$ cat src/rtl/adc_spi_pkg.sv
// adc_spi_pkg: shared types and constants for the ADC SPI master.
//   state_e     - frame sequencer states
//   FRAME_BITS  - bits clocked in per conversion
//   DATA_BITS   - conversion result width
//   LEAD_BITS   - leading bits that must read back as zero
//   lead_err()  - flags a frame whose leading bits are not all zero
//   shift_in()  - MSB-first shift of one received bit into a frame
package adc_spi_pkg;

  typedef enum logic [2:0] {
    IDLE  = 3'd0,
    SETUP = 3'd1,
    SHIFT = 3'd2,
    DONE  = 3'd3,
    QUIET = 3'd4
  } state_e;

  localparam int FRAME_BITS = 16;
  localparam int DATA_BITS  = 12;
  localparam int LEAD_BITS  = 4;

  function automatic logic lead_err(input logic [FRAME_BITS-1:0] frame);
    return |frame[FRAME_BITS-1 -: LEAD_BITS];
  endfunction

  function automatic logic [FRAME_BITS-1:0] shift_in(input logic [FRAME_BITS-1:0] frame,
                                                     input logic                  bit_in);
    return {frame[FRAME_BITS-2:0], bit_in};
  endfunction

endpackage

$ cat src/rtl/adc_spi_master_if.sv
// adc_spi_master_if: signal bundle between the ADC SPI master and its
// surroundings (ADC pins plus the result stream to consumers).
//   enable    - consumer allows conversions to start
//   miso      - ADC serial data
//   cs_n/sclk - ADC chip select and SPI clock
//   data, new_data, frame_err - result, strobe, leading-bit flag
//   busy      - a frame (including its quiet gap) is in progress
// Modports: master = the SPI master, slave = ADC/consumer side.
interface adc_spi_master_if;
  import adc_spi_pkg::*;

  logic                 enable;
  logic                 miso;
  logic                 cs_n;
  logic                 sclk;
  logic [DATA_BITS-1:0] data;
  logic                 new_data;
  logic                 frame_err;
  logic                 busy;

  modport master (
    input  enable, miso,
    output cs_n, sclk, data, new_data, frame_err, busy
  );

  modport slave (
    output enable, miso,
    input  cs_n, sclk, data, new_data, frame_err, busy
  );
endinterface

$ cat src/rtl/adc_spi_master_sclk_gen.sv
// spi_sclk_gen: SPI clock generator with a CLK_DIV half-period counter.
//   i_clk, i_rst_n - system clock, async active-low reset
//   i_run          - high while the frame sequencer will be in SHIFT next cycle
//   o_sclk         - registered SPI clock, idles high
//   o_rise/o_fall  - high in the cycle whose closing clk edge raises/drops o_sclk
// The first cycle of a run drops sclk straight away so the low phase of
// bit 0 starts exactly when SHIFT is entered.
module spi_sclk_gen #(
  parameter int CLK_DIV = 4
) (
  input  logic i_clk,
  input  logic i_rst_n,
  input  logic i_run,
  output logic o_sclk,
  output logic o_rise,
  output logic o_fall
);
  localparam int            CW   = (CLK_DIV > 1) ? $clog2(CLK_DIV) : 1;
  localparam logic [CW-1:0] LAST = CW'(CLK_DIV - 1);

  logic [CW-1:0] r_cnt;
  logic          r_sclk;
  logic          r_active;
  logic          w_wrap;

  assign w_wrap = (r_cnt == LAST);
  // Edge pulses are looked-ahead so the owner can act on the same edge sclk moves.
  assign o_rise = i_run & r_active & w_wrap & ~r_sclk;
  assign o_fall = i_run & (~r_active | (w_wrap & r_sclk));
  assign o_sclk = r_sclk;

  // Half-period counter and sclk toggle.
  always_ff @(posedge i_clk or negedge i_rst_n) begin
    if (!i_rst_n) begin
      r_cnt    <= '0;
      r_sclk   <= 1'b1;
      r_active <= 1'b0;
    end else if (!i_run) begin
      r_cnt    <= '0;
      r_sclk   <= 1'b1;
      r_active <= 1'b0;
    end else if (!r_active) begin
      r_cnt    <= '0;
      r_sclk   <= 1'b0;
      r_active <= 1'b1;
    end else if (w_wrap) begin
      r_cnt    <= '0;
      r_sclk   <= ~r_sclk;
      r_active <= 1'b1;
    end else begin
      r_cnt    <= r_cnt + CW'(1);
      r_sclk   <= r_sclk;
      r_active <= 1'b1;
    end
  end
endmodule

$ cat src/rtl/adc_spi_master.sv
// adc_spi_master: paces 12-bit ADC conversions with a free-running sample
// timer and reads one 16-bit frame (4 zero bits + 12 data bits, MSB first)
// per conversion over SPI mode 3.
//   clk, rst_n - system clock, async active-low reset
//   io_bus     - adc_spi_master_if.master: enable/miso in; cs_n, sclk,
//                data, new_data, frame_err, busy out
//   CLK_DIV       - sclk half-period in clk cycles (>=1)
//   SAMPLE_PERIOD - clk cycles between conversion starts (>=34*CLK_DIV+2)
module adc_spi_master
  import adc_spi_pkg::*;
#(
  parameter int CLK_DIV       = 4,
  parameter int SAMPLE_PERIOD = 1000
) (
  input logic              clk,
  input logic              rst_n,
  adc_spi_master_if.master io_bus
);
  localparam int            TW         = (SAMPLE_PERIOD > 1) ? $clog2(SAMPLE_PERIOD) : 1;
  localparam int            PW         = $clog2(2 * CLK_DIV);
  localparam logic [TW-1:0] TIMER_LAST = TW'(SAMPLE_PERIOD - 1);
  localparam logic [PW-1:0] SETUP_LAST = PW'(CLK_DIV - 1);
  // DONE already holds cs_n high, so it is the first of the 2*CLK_DIV quiet cycles.
  localparam logic [PW-1:0] QUIET_LAST = PW'(2 * CLK_DIV - 2);

  if (CLK_DIV < 1) begin : g_bad_div
    $error("adc_spi_master: CLK_DIV must be at least 1");
  end
  if (SAMPLE_PERIOD < 34 * CLK_DIV + 2) begin : g_bad_period
    $error("adc_spi_master: SAMPLE_PERIOD must be at least 34*CLK_DIV+2");
  end

  state_e                r_state;
  state_e                w_next;
  logic [TW-1:0]         r_timer;
  logic [PW-1:0]         r_phase_cnt;
  logic [4:0]            r_bit_cnt;
  logic [FRAME_BITS-1:0] r_shift;
  logic                  r_cs_n;
  logic [DATA_BITS-1:0]  r_data;
  logic                  r_new_data;
  logic                  r_frame_err;
  logic                  r_busy;
  logic                  w_tick;
  logic                  w_sclk;
  logic                  w_rise;
  logic                  w_fall;

  assign w_tick = (r_timer == '0);

  spi_sclk_gen #(.CLK_DIV(CLK_DIV)) u_sclk_gen (
    .i_clk   (clk),
    .i_rst_n (rst_n),
    .i_run   (w_next == SHIFT),
    .o_sclk  (w_sclk),
    .o_rise  (w_rise),
    .o_fall  (w_fall)
  );

  // Free-running sample timer, independent of enable and FSM state.
  always_ff @(posedge clk or negedge rst_n) begin
    if (!rst_n) begin
      r_timer <= '0;
    end else if (r_timer == TIMER_LAST) begin
      r_timer <= '0;
    end else begin
      r_timer <= r_timer + TW'(1);
    end
  end

  // FSM state register.
  always_ff @(posedge clk or negedge rst_n) begin
    if (!rst_n) begin
      r_state <= IDLE;
    end else begin
      r_state <= w_next;
    end
  end

  // FSM next-state logic.
  always_comb begin
    w_next = r_state;
    case (r_state)
      IDLE: begin
        // A tick that finds the FSM elsewhere is simply lost, never queued.
        if (w_tick && io_bus.enable) begin
          w_next = SETUP;
        end else begin
          w_next = IDLE;
        end
      end
      SETUP: begin
        if (r_phase_cnt == SETUP_LAST) begin
          w_next = SHIFT;
        end else begin
          w_next = SETUP;
        end
      end
      SHIFT: begin
        // Bit 15 with sclk back high means the 16th sample has just been taken.
        if ((r_bit_cnt == 5'd15) && w_sclk) begin
          w_next = DONE;
        end else begin
          w_next = SHIFT;
        end
      end
      DONE: begin
        w_next = QUIET;
      end
      QUIET: begin
        if (r_phase_cnt == QUIET_LAST) begin
          w_next = IDLE;
        end else begin
          w_next = QUIET;
        end
      end
      default: begin
        w_next = IDLE;
      end
    endcase
  end

  // Cycles spent in the current state (times SETUP and QUIET).
  always_ff @(posedge clk or negedge rst_n) begin
    if (!rst_n) begin
      r_phase_cnt <= '0;
    end else if (w_next != r_state) begin
      r_phase_cnt <= '0;
    end else begin
      r_phase_cnt <= r_phase_cnt + PW'(1);
    end
  end

  // Current bit index: bumps on every sclk fall after the one that opens bit 0.
  always_ff @(posedge clk or negedge rst_n) begin
    if (!rst_n) begin
      r_bit_cnt <= 5'd0;
    end else if (r_state != SHIFT) begin
      r_bit_cnt <= 5'd0;
    end else if (w_fall) begin
      r_bit_cnt <= r_bit_cnt + 5'd1;
    end else begin
      r_bit_cnt <= r_bit_cnt;
    end
  end

  // Receive shift register, sampled on the edge that raises sclk.
  always_ff @(posedge clk or negedge rst_n) begin
    if (!rst_n) begin
      r_shift <= '0;
    end else if (w_rise) begin
      r_shift <= shift_in(r_shift, io_bus.miso);
    end else begin
      r_shift <= r_shift;
    end
  end

  // Registered outputs, derived from the state being entered.
  always_ff @(posedge clk or negedge rst_n) begin
    if (!rst_n) begin
      r_cs_n      <= 1'b1;
      r_busy      <= 1'b0;
      r_new_data  <= 1'b0;
      r_frame_err <= 1'b0;
      r_data      <= '0;
    end else begin
      r_cs_n      <= ~((w_next == SETUP) || (w_next == SHIFT));
      r_busy      <= (w_next != IDLE);
      r_new_data  <= (w_next == DONE);
      r_frame_err <= (w_next == DONE) ? lead_err(r_shift) : 1'b0;
      // A flagged frame still updates data; consumers decide what to do with it.
      r_data      <= (w_next == DONE) ? r_shift[DATA_BITS-1:0] : r_data;
    end
  end

  assign io_bus.cs_n      = r_cs_n;
  assign io_bus.sclk      = w_sclk;
  assign io_bus.data      = r_data;
  assign io_bus.new_data  = r_new_data;
  assign io_bus.frame_err = r_frame_err;
  assign io_bus.busy      = r_busy;
endmodule
$ cat src/flat_wrapper.sv
// flat-port wrapper written by rule: the top's interface ports become plain ports
module adc_spi_master_flat import adc_spi_pkg::*;
#(
  parameter int CLK_DIV       = 4,
  parameter int SAMPLE_PERIOD = 1000
)
  (clk, rst_n, io_bus_enable, io_bus_miso, io_bus_cs_n, io_bus_sclk, io_bus_data, io_bus_new_data, io_bus_frame_err, io_bus_busy);
  adc_spi_master_if io_bus_i ();
  input logic clk;
  input logic rst_n;
  input wire logic [$bits(io_bus_i.enable)-1:0] io_bus_enable;
  input wire logic [$bits(io_bus_i.miso)-1:0] io_bus_miso;
  output wire logic [$bits(io_bus_i.cs_n)-1:0] io_bus_cs_n;
  output wire logic [$bits(io_bus_i.sclk)-1:0] io_bus_sclk;
  output wire logic [$bits(io_bus_i.data)-1:0] io_bus_data;
  output wire logic [$bits(io_bus_i.new_data)-1:0] io_bus_new_data;
  output wire logic [$bits(io_bus_i.frame_err)-1:0] io_bus_frame_err;
  output wire logic [$bits(io_bus_i.busy)-1:0] io_bus_busy;
  assign io_bus_i.enable = io_bus_enable;
  assign io_bus_i.miso = io_bus_miso;
  assign io_bus_cs_n = io_bus_i.cs_n;
  assign io_bus_sclk = io_bus_i.sclk;
  assign io_bus_data = io_bus_i.data;
  assign io_bus_new_data = io_bus_i.new_data;
  assign io_bus_frame_err = io_bus_i.frame_err;
  assign io_bus_busy = io_bus_i.busy;
  adc_spi_master #(.CLK_DIV(CLK_DIV), .SAMPLE_PERIOD(SAMPLE_PERIOD)) u_core (.clk(clk), .rst_n(rst_n), .io_bus(io_bus_i));
endmodule
$ cat config.mk
export PLATFORM = sky130hd
export DESIGN_NAME = adc_spi_master_flat
export DESIGN_NICKNAME = d
export VERILOG_FILES = /design/src/rtl/adc_spi_pkg.sv /design/src/rtl/adc_spi_master_if.sv /design/src/rtl/adc_spi_master_sclk_gen.sv /design/src/rtl/adc_spi_master.sv /design/src/flat_wrapper.sv
export SDC_FILE = /design/constraint.sdc
export NUM_CORES = 1
export LEC_CHECK = 0
export CORE_ASPECT_RATIO = 1.2
export CORE_MARGIN = 5
export CORE_UTILIZATION = 45
export CTS_CLUSTER_DIAMETER = 50
export DETAILED_ROUTE_END_ITERATION = 6
export DONT_BUFFER_PORTS = 1
export GPL_ROUTABILITY_DRIVEN = 0
export GPL_TIMING_DRIVEN = 0
export MAX_ROUTING_LAYER = met4
export PLACE_DENSITY = 0.59
export SYNTH_ARGS = -nofsm -noshare
export SYNTH_HDL_FRONTEND = slang
export SYNTH_SLANG_ARGS = --single-unit
$ cat constraint.sdc
create_clock -name clk -period 6 [get_ports clk]
set_input_delay 0.9 -clock clk [delete_from_list [all_inputs] [get_ports clk]]
set_output_delay 0.9 -clock clk [all_outputs]
set_load 0.01 [all_outputs]
# Word-level counts from Yosys, hierarchy flattened
# Cells that the tools add are included.
# word_totals
register_bits	57
input_bits	4
output_inout_bits	17
elab_cells	66
# op_classes
n_mux	17
addsub	4
reduce_logical	8
n_bitwise	9
n_eq_ne	15
# ops
operator	n
equality test 3 x 2 -> 1 bit (second input constant)	5
one-hot mux 3 bit (5 select lines)	1
adder 10 x 1 -> 10 bit (second input constant)	1
equality test 10 bit (second input constant)	1
logical NOT 10 bit	1
2-to-1 mux 10 bit	1
2-to-1 mux 5 bit	2
2-to-1 mux 2 bit	4
2-to-1 mux 1 bit	7
equality test 3 x 1 -> 1 bit (second input constant)	2
equality test 3 bit (second input constant)	2
2-to-1 mux 3 bit	2
!= test 3 x 2 -> 1 bit (second input constant)	2
adder 5 x 1 -> 5 bit (second input constant)	1
bitwise AND 1 bit	5
equality test 5 x 4 -> 1 bit (second input constant)	1
OR reduction 4 bit	1
adder 3 x 1 -> 3 bit (second input constant)	1
logical NOT 3 bit	1
!= test 3 bit	1
inverter 1 bit	3
nonzero test 3 bit	1
adder 2 x 1 -> 2 bit (second input constant)	1
equality test 2 bit (second input constant)	1
4 further kinds	5

# Longest topological paths before layout
# logic_depth
depth_word	8
mapped_depth	8
ltp_nobuf	8

# Cells and area by module
# A second synthesis with hierarchy kept.
# hier_totals
cells_unflattened	198
area_unflattened_um2	2537.4
# modules_own_cells
mod	n_inst	cells_each	seq_area_each_um2	area_per_inst_um2
adc_spi_master	1	184	1327.5	2372.3
spi_sclk_gen	1	14	101.3	165.2

# Worst setup path before layout
# OpenSTA, ideal clock, no wires.
# synth_path
kind	register to register
from	reg u_core.r_phase_cnt[0]
to	reg u_core.r_shift[10]
period_less_slack_ps	1921
path_buffers	1
setup_ps	125
t_arrival_ps	1796
required_ps	5875
stages_incl_launch_ff	8
slack_ps	4079
cell_sequence	dfrtp_1 -> ha_1 -> ha_1 -> nand3b_1 -> a21o_2 -> nor3_4 -> buf_8 -> mux2_2
# synth_via
elab_chain_cells	7
elab_cells_between_ends	9
classes_between	eq/ne: 3; mux: 3; bitwise: 3
# synth_lines
element	line	rtl
start, declared	adc_spi_master.sv:36	logic [PW-1:0] r_phase_cnt;
start signal, assigned	adc_spi_master.sv:130	r_phase_cnt <= r_phase_cnt + PW'(1);
equality test 3 x 2 -> 1 bit / equality test 3 bit (equally long branches)	adc_spi_master.sv:93, adc_spi_master.sv:111	
2-to-1 mux 2 bit / 2-to-1 mux 3 bit (equally long branches)	adc_spi_master.sv:93, adc_spi_master.sv:111	
one-hot mux 3 bit (5 select lines) *	adc_spi_master.sv:83	case (r_state)
equality test 3 x 2 -> 1 bit *	adc_spi_master.sv:54	.i_run (w_next == SHIFT),
bitwise AND 1 bit * (3 in series)	adc_spi_master_sclk_gen.sv:28	assign o_rise = i_run & r_active & w_wrap & ~r_sclk;
end signal, assigned	adc_spi_master.sv:152	r_shift <= shift_in(r_shift, io_bus.miso);
end signal, assigned	adc_spi_master.sv:154	r_shift <= r_shift;
end, declared	adc_spi_master.sv:38	logic [FRAME_BITS-1:0] r_shift;
# Mark *: on every way between the ends. The rest lies on a longest branch, timed or not.
# A chain may end at the register's enable or synchronous reset.

# Worst setup path after layout
# Ends and elaborated chain as after synthesis.

==> flow_summary.ini <==
[run_status]
status = finished, final reports clean

[power_and_ir_drop]
power_switching_uw = 146.9
intPower_uw = 654.1
sw_frac_of_total = 0.1834
pwr_density_cell_nw_per_um2 = 294.2
p_comb_frac = 0.003
pwr-share-seq = 0.485
clkPwrFrac = 0.513
ir_worst_vdd_mv = 0.1772
leakagePower_nw = 1.336

[floorplanning]
ios = 21
die_x_um = 76.89
fp-row-count = 29
die_h_um = 90.27
dieArea_um2 = 6940
start_util = 0.4592
coreArea_um2 = 5261

[global_route]
antenna_found_initial = 0
grt_pass1_vias = 1607
grt-ovfl-total = 0
grt_max_degree = 58
grt_pass1_wl_um = 7417
grt.total_usage = 0.1377

[placed_design]
numPortBuffers = 0
dp_hpwl_um = 2766

[routing]
drt-total-wl_um = 4177
wl_per_cell_um = 14.30
drt-initial-drc-count = 101
ant_nets = 0
firstDrtPassIters = 4
drc = 0
vias = 1515
viasPerCell = 5.188

[finish]
fin_util = 0.5175
final_nets = 238
synthToLayoutAreaGrowth_pct = 12.69
nFillCells = 477
antennaDiodeCount = 0
drive_gt1_frac = 0.1826
seq_area_um2 = 1429
multiInputGateArea_um2 = 928.4

[synth]
synth.distinct_cells = 36
synth_warnings = 0
synth_seq_cells = 57
synth_edf_count = 0
synthFlopType = dfrtp_1
yosysMostFrequentCell = dfrtp_1
syn_nets = 227
synth.cell_area_um2 = 2416
synth_common_cells = dfrtp_1 (55), nand2_1 (46), nor2_1 (23)
synthArstFlopShare = 1.000
avgSynthCellArea_um2 = 11.24
synth_area_leader_cell = dfrtp_1
synth_area_leaders = dfrtp_1 (57%), mux2_2 (7.5%), nand2_1 (7.1%)
synth_top_area_share = 0.5697
syn_inst = 215
ys_seq_area_frac = 0.5914

[min_path]
worst_hold_path_type = in2async

[clock_network]
post_cts_buffers = 0
cts_resized = 0
path_clk_slew_ns = 0.06
holdBufCountCts = 0
clk_latency_ns = 0.33
cts_sinks = 57
cts-htree-levels = 3
cts_tree = built
clockBufferDepth = 2
numCtsBuffers = 9
cts_root_buf = clkbuf_8

[critical_path]
path_buf_inv = 1
reg2reg_from = u_core.r_phase_cnt[0]
cp_top_family = simple AND/OR/NAND/NOR gates
start_kind = flip-flop
critPathSlowestCell = nor3_4
required_ns = 6.21
regToRegSetupSlack_ns = 3.87
end_kind = flip-flop
max_stage_delay_ns = 0.39
startpoint = u_core.r_phase_cnt[0]
reg2reg_depth = 7
critPathMaxFanout = 10
cp_common_cell = ha_1
worstReg2RegEnd = u_core.r_shift[10]
arrival_ns = 2.34
critical_path_class = reg2reg
cp_cell_sequence = ha_1 > ha_1 > nand3b_1 > a21o_2 > nor3_4 > buf_8 > mux2_2

[sta]
post-route-period-util = 0.3543
worst_pin_slew_ns = 0.5521
slew_headroom = 0.6306
period_needed_ns = 2.126
tns_ns = 0
rsz0062_at_grt = false
clock_skew_ns = 0.004889
max_freq_mhz = 470.5
hold_viol = 0
drv_slew = 0
setup_violations = 0

[run]
cap_viol_max_count = 0
cells in the final DEF (no fill, tap or decap):
master      n
dfrtp_1    55
nand2_1    46
nor2_1     23
mux2_2     16
clkbuf_8   12
inv_1       8
ha_1        8
nand3_1     6
xor2_1      6
nand4_1     5
and3_1      5
xnor2_1     5
nor2b_1     2
buf_2       2
nor4b_1     2
nor3_1      2
a21oi_1     2
clkbuf_1    2
o21ai_0     2
bufinv_16   2
dfstp_2     2
nand2b_1    1
nand3b_1    1
a21o_2      1
or3b_2      1
nand4b_1    1
a21o_1      1
a31oi_1     1
o32a_1      1
o211ai_1    1
nor4_1      1
nor3_4      1
buf_8       1
a221oi_2    1
nand3_2     1
or3_1       1
or2_2       1
a31o_2      1
registers in the layout (all words and copies together) (netlist names), 2 cells and up:
signal,cells
u_core.io_bus.data,12
u_core.r_shift,16
u_core.r_timer,10
u_core.u_sclk_gen.r_cnt,2
u_core.r_state,3
u_core.r_bit_cnt,5
u_core.r_phase_cnt,3
kinds of logic (layout without fill, tap and decap cells):
| family | after synthesis | count (layout) | synth area share |
|---|---|---|---|
| flip-flops | 57 | 57 | 0.5914 |
| AND/OR/NAND/NOR | 100 | 100 | 0.1937 |
| buffers and inverters | 12 | 27 | 0.02434 |
| AO/OA/AOI/OAI | 11 | 11 | 0.03470 |
| XOR/XNOR | 11 | 11 | 0.03987 |
| adder cells (fa/ha/maj) | 8 | 8 | 0.04143 |
| multiplexers | 16 | 16 | 0.07457 |
per-layer routing:
layer	vias up	GRT usage	part of all wire
met1	744	0.1683	0.46
met2	24	0.2033	0.47
met5	-	-	0
met4	0	0.06997	0.023
met3	10	0.04491	0.048
li1	737	-	-
how the worst max path moves through the flow:
| stage | slack (ns) | end | depth (start not counted) |
|---|---|---|---|
| after floorplan | 4.08 | u_core.r_shift[10] | 7 |
| after global placement | 3.87 | u_core.r_shift[10] | 7 |
| after detailed placement | 3.85 | u_core.r_shift[10] | 7 |
| after CTS | 3.84 | u_core.r_shift[10] | 7 |
| after global routing | 3.76 | u_core.r_shift[5] | 7 |
| final | 3.87 | u_core.r_shift[10] | 7 |
per-stage QoR:
step / area (um2) / setup slack (ns) / total power [mW] / hold slack, ns / instances
floorplan: 2416 / 4.079 / 0.3967 / 0.4314 / 215
global route: 2723 / 3.764 / 0.8272 / 0.2398 / 292
finish: 2723 / 3.874 / 0.8010 / 0.2571 / 292
detailed placement: 2494 / 3.850 / 0.3975 / 0.4641 / 277
global placement: 2494 / 3.868 / 0.3974 / 0.4566 / 277
CTS: 2723 / 3.840 / 0.8093 / 0.2422 / 292
layout make-up:
cell class	count	area share
buffer	4	0.01057
clock buffer	13	0.06204
clock inverter	2	0.02206
inverter	8	0.01103
multi-input combinational	146	0.3410
sequential	57	0.5248
tap	62	0.02849
power by group through the flow:
stage               sequential (mW)  combinational, mW  clock (mW)
finish                        0.388            0.00232       0.411
global route                  0.388            0.00262       0.436
floorplan                     0.395            0.00210           0
global placement              0.395            0.00222           0
CTS                           0.388            0.00236       0.419
detailed placement            0.395            0.00237           0
Power figures use the tool's default switching activity.
